--- src/rtl/cdb_arbiter.sv ---
// Round-robin arbiter for the single Common Data Bus: picks one finished functional
// unit per cycle and registers its ROB tag, result and source index for broadcast.
module cdb_arbiter #(
  parameter int unsigned NUM_REQ = 4,
  parameter int unsigned TAG_W   = 5,
  parameter int unsigned DATA_W  = 32,
  parameter int unsigned SRC_W   = $clog2(NUM_REQ)
) (
  input  logic                      clk,
  input  logic                      reset,
  input  logic                      flush,
  input  logic                      cdb_stall,
  input  logic [NUM_REQ-1:0]        req_valid,
  input  logic [NUM_REQ*TAG_W-1:0]  req_tag,
  input  logic [NUM_REQ*DATA_W-1:0] req_data,
  output logic [NUM_REQ-1:0]        req_ready,
  output logic                      cdb_valid,
  output logic [TAG_W-1:0]          cdb_tag,
  output logic [DATA_W-1:0]         cdb_data,
  output logic [SRC_W-1:0]          cdb_src
);

  // One extra bit so rr_ptr + offset cannot overflow before the modulo fold.
  localparam int unsigned SUM_W = SRC_W + 1;

  logic [SRC_W-1:0]  rr_ptr_q,    rr_ptr_d;
  logic              cdb_valid_q, cdb_valid_d;
  logic [TAG_W-1:0]  cdb_tag_q,   cdb_tag_d;
  logic [DATA_W-1:0] cdb_data_q,  cdb_data_d;
  logic [SRC_W-1:0]  cdb_src_q,   cdb_src_d;

  logic              grant_any;
  logic [SRC_W-1:0]  grant_idx;
  logic [SUM_W-1:0]  cand;
  logic              arb_en;
  logic [TAG_W-1:0]  grant_tag;
  logic [DATA_W-1:0] grant_data;
  logic [SRC_W-1:0]  rr_next;

  // First valid unit scanning rr_ptr, rr_ptr+1, ... modulo NUM_REQ.
  always_comb begin
    grant_any = 1'b0;
    grant_idx = '0;
    cand      = '0;
    for (int unsigned k = 0; k < NUM_REQ; k++) begin
      cand = SUM_W'(rr_ptr_q) + SUM_W'(k);
      if (cand >= SUM_W'(NUM_REQ)) begin
        cand = cand - SUM_W'(NUM_REQ);
      end
      if (!grant_any && req_valid[cand[SRC_W-1:0]]) begin
        grant_any = 1'b1;
        grant_idx = cand[SRC_W-1:0];
      end
    end
  end

  // The bus only accepts a winner when nothing is squashing or holding it.
  assign arb_en = !reset && !flush && !cdb_stall;

  always_comb begin
    req_ready = '0;
    if (arb_en && grant_any) begin
      req_ready[grant_idx] = 1'b1;
    end
  end

  assign grant_tag  = req_tag[grant_idx*TAG_W +: TAG_W];
  assign grant_data = req_data[grant_idx*DATA_W +: DATA_W];
  assign rr_next    = (grant_idx == SRC_W'(NUM_REQ - 1)) ? '0 : grant_idx + SRC_W'(1);

  // Flush beats stall beats grant; stall freezes every broadcast field.
  always_comb begin
    rr_ptr_d    = rr_ptr_q;
    cdb_valid_d = cdb_valid_q;
    cdb_tag_d   = cdb_tag_q;
    cdb_data_d  = cdb_data_q;
    cdb_src_d   = cdb_src_q;
    if (flush) begin
      cdb_valid_d = 1'b0;
    end else if (cdb_stall) begin
      cdb_valid_d = cdb_valid_q;
    end else if (grant_any) begin
      cdb_valid_d = 1'b1;
      cdb_tag_d   = grant_tag;
      cdb_data_d  = grant_data;
      cdb_src_d   = grant_idx;
      rr_ptr_d    = rr_next;
    end else begin
      cdb_valid_d = 1'b0;
    end
  end

  always_ff @(posedge clk) begin
    if (reset) begin
      rr_ptr_q    <= '0;
      cdb_valid_q <= 1'b0;
      cdb_tag_q   <= '0;
      cdb_data_q  <= '0;
      cdb_src_q   <= '0;
    end else begin
      rr_ptr_q    <= rr_ptr_d;
      cdb_valid_q <= cdb_valid_d;
      cdb_tag_q   <= cdb_tag_d;
      cdb_data_q  <= cdb_data_d;
      cdb_src_q   <= cdb_src_d;
    end
  end

  assign cdb_valid = cdb_valid_q;
  assign cdb_tag   = cdb_tag_q;
  assign cdb_data  = cdb_data_q;
  assign cdb_src   = cdb_src_q;

endmodule

--- config.mk ---
export PLATFORM = sky130hd
export DESIGN_NAME = cdb_arbiter
export DESIGN_NICKNAME = d
export VERILOG_FILES = /design/src/rtl/cdb_arbiter.sv
export SDC_FILE = /design/constraint.sdc
export NUM_CORES = 1
export LEC_CHECK = 0
export CELL_PAD_IN_SITES_DETAIL_PLACEMENT = 1
export CELL_PAD_IN_SITES_GLOBAL_PLACEMENT = 1
export CORE_MARGIN = 5
export CORE_UTILIZATION = 21
export DETAILED_ROUTE_END_ITERATION = 8
export PLACE_DENSITY_LB_ADDON = 0.2
export SLEW_MARGIN = 20
export SYNTH_ARGS = -nofsm -noshare
export SYNTH_HDL_FRONTEND = slang
export SYNTH_SLANG_ARGS = --single-unit
--- constraint.sdc ---
create_clock -name clk -period 1.8 [get_ports clk]
set_input_delay 0.36 -clock clk [delete_from_list [all_inputs] [get_ports clk]]
set_output_delay 0.36 -clock clk [all_outputs]
set_load 0.005 [all_outputs]
==> metrics.md <==
| Metric | Value |
|---|---|
| Worst hold slack | `0.4628 ns` |
| Async S/R FF share, synth | `0%` |
| Number of vias per cell | `between 4 and 5` |
| TritonRoute pass-1 iters | `4` |
| Boundary Pins | `200` |
| Syn_nets | `406` |
| Mux cell area share after synthesis | `29.86%` |
| Grt ovf | `0` |
| Max incr delay on CP | `approximately 0.30 ns` |
| Worst hold path type | `reg2reg` |
| Clock Latency Late Sink | `0.29 ns` |
| Leakage Power | `0.002252 µW` |
| Core Region | `0.01201 mm²` |
| # fillers | `1,244` |
| Final Worst Setup Slack | `-0.3217 ns` |
| GRT Overall Usage | `17.16%` |
| Num rows | `40` |
| Max VDD drop | `~0.31 mV` |
| CTS root buffer | `clkbuf_16` |
| WL/cell | `21.37 µm` |
| Minimum clock period after layout | `2.122 ns` |
| Synth Warn # | `0` |
| Placed Instance Area | `0.004792 mm²` |
| DP HPWL | `8522 µm` |
| Antenna violations before repair | `0` |
| Syn Area/Cell | `10.41 µm²` |
| Port-buffer cells | `between 150 and 200` |
| Die H | `around 120 µm` |
| Tcrit/Tclk final | `117.9%` |
| FF-to-FF path depth | `10` |
| H-Tree Depth | `2` |
| Setup Crit Path Kind | `in2out` |
| Final setup vio count | `41` |
| Post-Syn Instances | `248` |
| Commonest non-fill, non-tap cell in the layout | `clkdlybuf4s50_1` |
| Most used routing layer | `met2` |
| Via count | `a little over 3,000` |
| Main combinational cell family by area after synthesis | `multiplexers` |
| CTS buffer count | `5` |
| Post-synth EDFFs | `0` |
| Post-route DRC violation count | `0` |
| Final instance area | `a little over 0.006 mm²` |
| GR Util met1 | `just under 20%` |
| Clock Path Buffers | `2` |
| Routing usage on met3 | `6.853%` |
| Hold Path Depth | `2` |
| Register area share after synthesis | `32.57%` |
| CTS sink count | `42` |
| Wirelength, routed | `13,780 µm` |
| Final #Nets | `655` |
| Largest net degree at the start of global routing | `38` |
| Complex-gate fraction of the synthesized area | `20.65%` |
| Pwr Total | `about 3600 µW` |
| GP Congestion | `0.7547` |
| Final hold vios | `0` |
| Die Wd | `120.9 µm` |
| Post-DRT Antenna Nets | `0` |
| Failing checks | `negative setup slack` |
| CTS tree | `done` |
| Cell Pwr Density | `594.3 mW/mm²` |
| RSZ-0062 raised after global routing | `yes` |
| Synth Register Bits | `42` |
| Mapped Area | `0.002581 mm²` |
| Final Slew Violations | `0` |
| First-pass GRT wire length | `19,380 µm` |
| Critical path cell sequence | `clkdlybuf4s15_1, a22o_1, a211oi_4, buf_4, inv_2, ha_2, and2_1, buf_2` |
| Worst setup EP type | `output pin` |
| Syn-to-layout area delta | `137.2%` |
| Antenna Cells | `0` |
| Fraction of the mapped netlist area in adder cells | `0.9695%` |
| Vias in the first global route | `3,390` |
| Crit path DAT | `about 1.8 ns` |
| Max Fclk | `471.3 MHz` |
| Least-Margin Pin Slew | `roughly 0.60 ns` |
| Crit-path max FO | `4` |
| Status | `finished, violations left` |
| Setup Skew | `approximately 0.0064 ns` |
| Commonest non-fill, non-tap cells in the layout | `191 x clkdlybuf4s50_1, 45 x mux2i_1, 40 x dfxtp_1, 37 x nand2_1, 36 x o221ai_2` |
| Worst-path clk slew | `around 0.060 ns` |
| Simple-gate portion of the synthesized area | `approximately 9%` |
| Fin util | `50.98%` |
| Critical path's top delay family | `buffers and inverters` |
| DIE AREA | `between 0.01 and 0.015 mm²` |
| Critical Path Slowest Stage Cell | `a22o_1` |
| Unique cell type count in the Yosys netlist | `25` |
| WP buf/inv | `4` |
| DRT iter0 DRCs | `75` |
| Critical Path RT | `1.44 ns` |
| Global routing usage on met2 | `31.02%` |
| XOR/XNOR share of the synthesized area | `0%` |
| Relative slew slack | `59.71%` |
| Maxcap violations | `0` |
| Hold Buf Count CTS | `0` |
| Critical path startpoint category | `primary input` |
| Path length in cells of the critical path | `8` |
| Synth Flop Type | `dfxtp_1` |
| Starting density of the core | `21.49%` |
| Ratio of cells with drive above 1 in the final layout | `34.14%` |
worst min-delay path, stage by stage (launching register included):
cell and delay, ns:
dfxtp_1 0.32, nand2_1 0.06, o221ai_2 0.05
stage by stage:
| stage | setup TNS, ns | setup slack [ns] | instances |
|---|---|---|---|
| after floorplan | 0 | 0.05626 | 248 |
| after global placement | -30.21 | -0.8651 | 594 |
| after detailed placement | -31.57 | -0.9076 | 594 |
| after CTS | -5.641 | -0.3069 | 630 |
| after global routing | -7.115 | -0.3922 | 645 |
| final | -4.268 | -0.3217 | 645 |
logic make-up (layout without fill, tap and decap cells):
| kind of cell | after synthesis | after routing |
|---|---|---|
| adder cells (fa/ha/maj) | 2 | 2 |
| AO/OA/AOI/OAI | 48 | 48 |
| buffers and inverters | 25 | 274 |
| multiplexers | 77 | 77 |
| AND/OR/NAND/NOR | 54 | 55 |
| flip-flops | 42 | 42 |
final timing paths:
check | start | endpoint | slack (ns)
setup / recovery | req_valid[2] | req_ready[2] | -0.32
hold reg to reg | cdb_data[16] | cdb_data[16] | 0.46
setup reg to reg | rr_ptr_q[1] | cdb_data[13] | -0.15
hold / removal | cdb_data[16] | cdb_data[16] | 0.46
synthesized netlist by cell type (2+ instances only):
master | count | area share (%)
buf_4 | 3 | 0.87
dfxtp_1 | 42 | 33
a21oi_1 | 6 | 1.2
buf_2 | 6 | 1.2
and2_1 | 2 | 0.48
nor2_1 | 7 | 1.0
ha_1 | 2 | 0.97
o221ai_1 | 17 | 5.8
clkbuf_1 | 4 | 0.58
mux2i_1 | 77 | 30
buf_6 | 5 | 2.2
inv_1 | 3 | 0.44
nand2b_1 | 2 | 0.48
buf_8 | 3 | 1.7
nand2_1 | 39 | 5.7
o221ai_2 | 20 | 12
nor2_2 | 2 | 0.48
metal layers:
metal	part of all wire (%)	wire length (µm)
met1	39	5324
met2	52	7224
met3	8.5	1169
met4	0.47	65
met5	0	0
state kept, by name, summed over array words and instances, names as in the netlist:
| register | flops |
|---|---|
| rr_ptr_q | 2 |
| cdb_src | 2 |
| cdb_tag | 5 |
| cdb_valid | 1 |
| cdb_data | 32 |
repair_timing:
item / in CTS / in global routing
pin swaps: 24 / 10
gates resized for setup: 84 / 76
setup endpoints to repair: 45 / 42
setup buffers: 18 / 18
gates cloned: 11 / 4
final cells by class:
| class | count | area, µm² | area share [%] |
|---|---|---|---|
| Multi-Input combinational cell | 182 | 2054 | 33.55 |
| Sequential cell | 42 | 845.8 | 13.81 |
| Tap cell | 147 | 183.9 | 3.004 |
| Clock buffer | 8 | 166.4 | 2.718 |
| Timing Repair Buffer | 262 | 2858 | 46.67 |
| Inverter | 4 | 15.01 | 0.2452 |
where the power goes:
| part | leakage (µW) | switching (µW) | internal [µW] |
|---|---|---|---|
| Clock | 0.0000832 | 381 | 629 |
| Sequential | 0.000344 | 41.6 | 1000 |
| Combinational | 0.00182 | 587 | 997 |
| Total | 0.00225 | 1010 | 2630 |
Power figures use the tool's default switching activity.
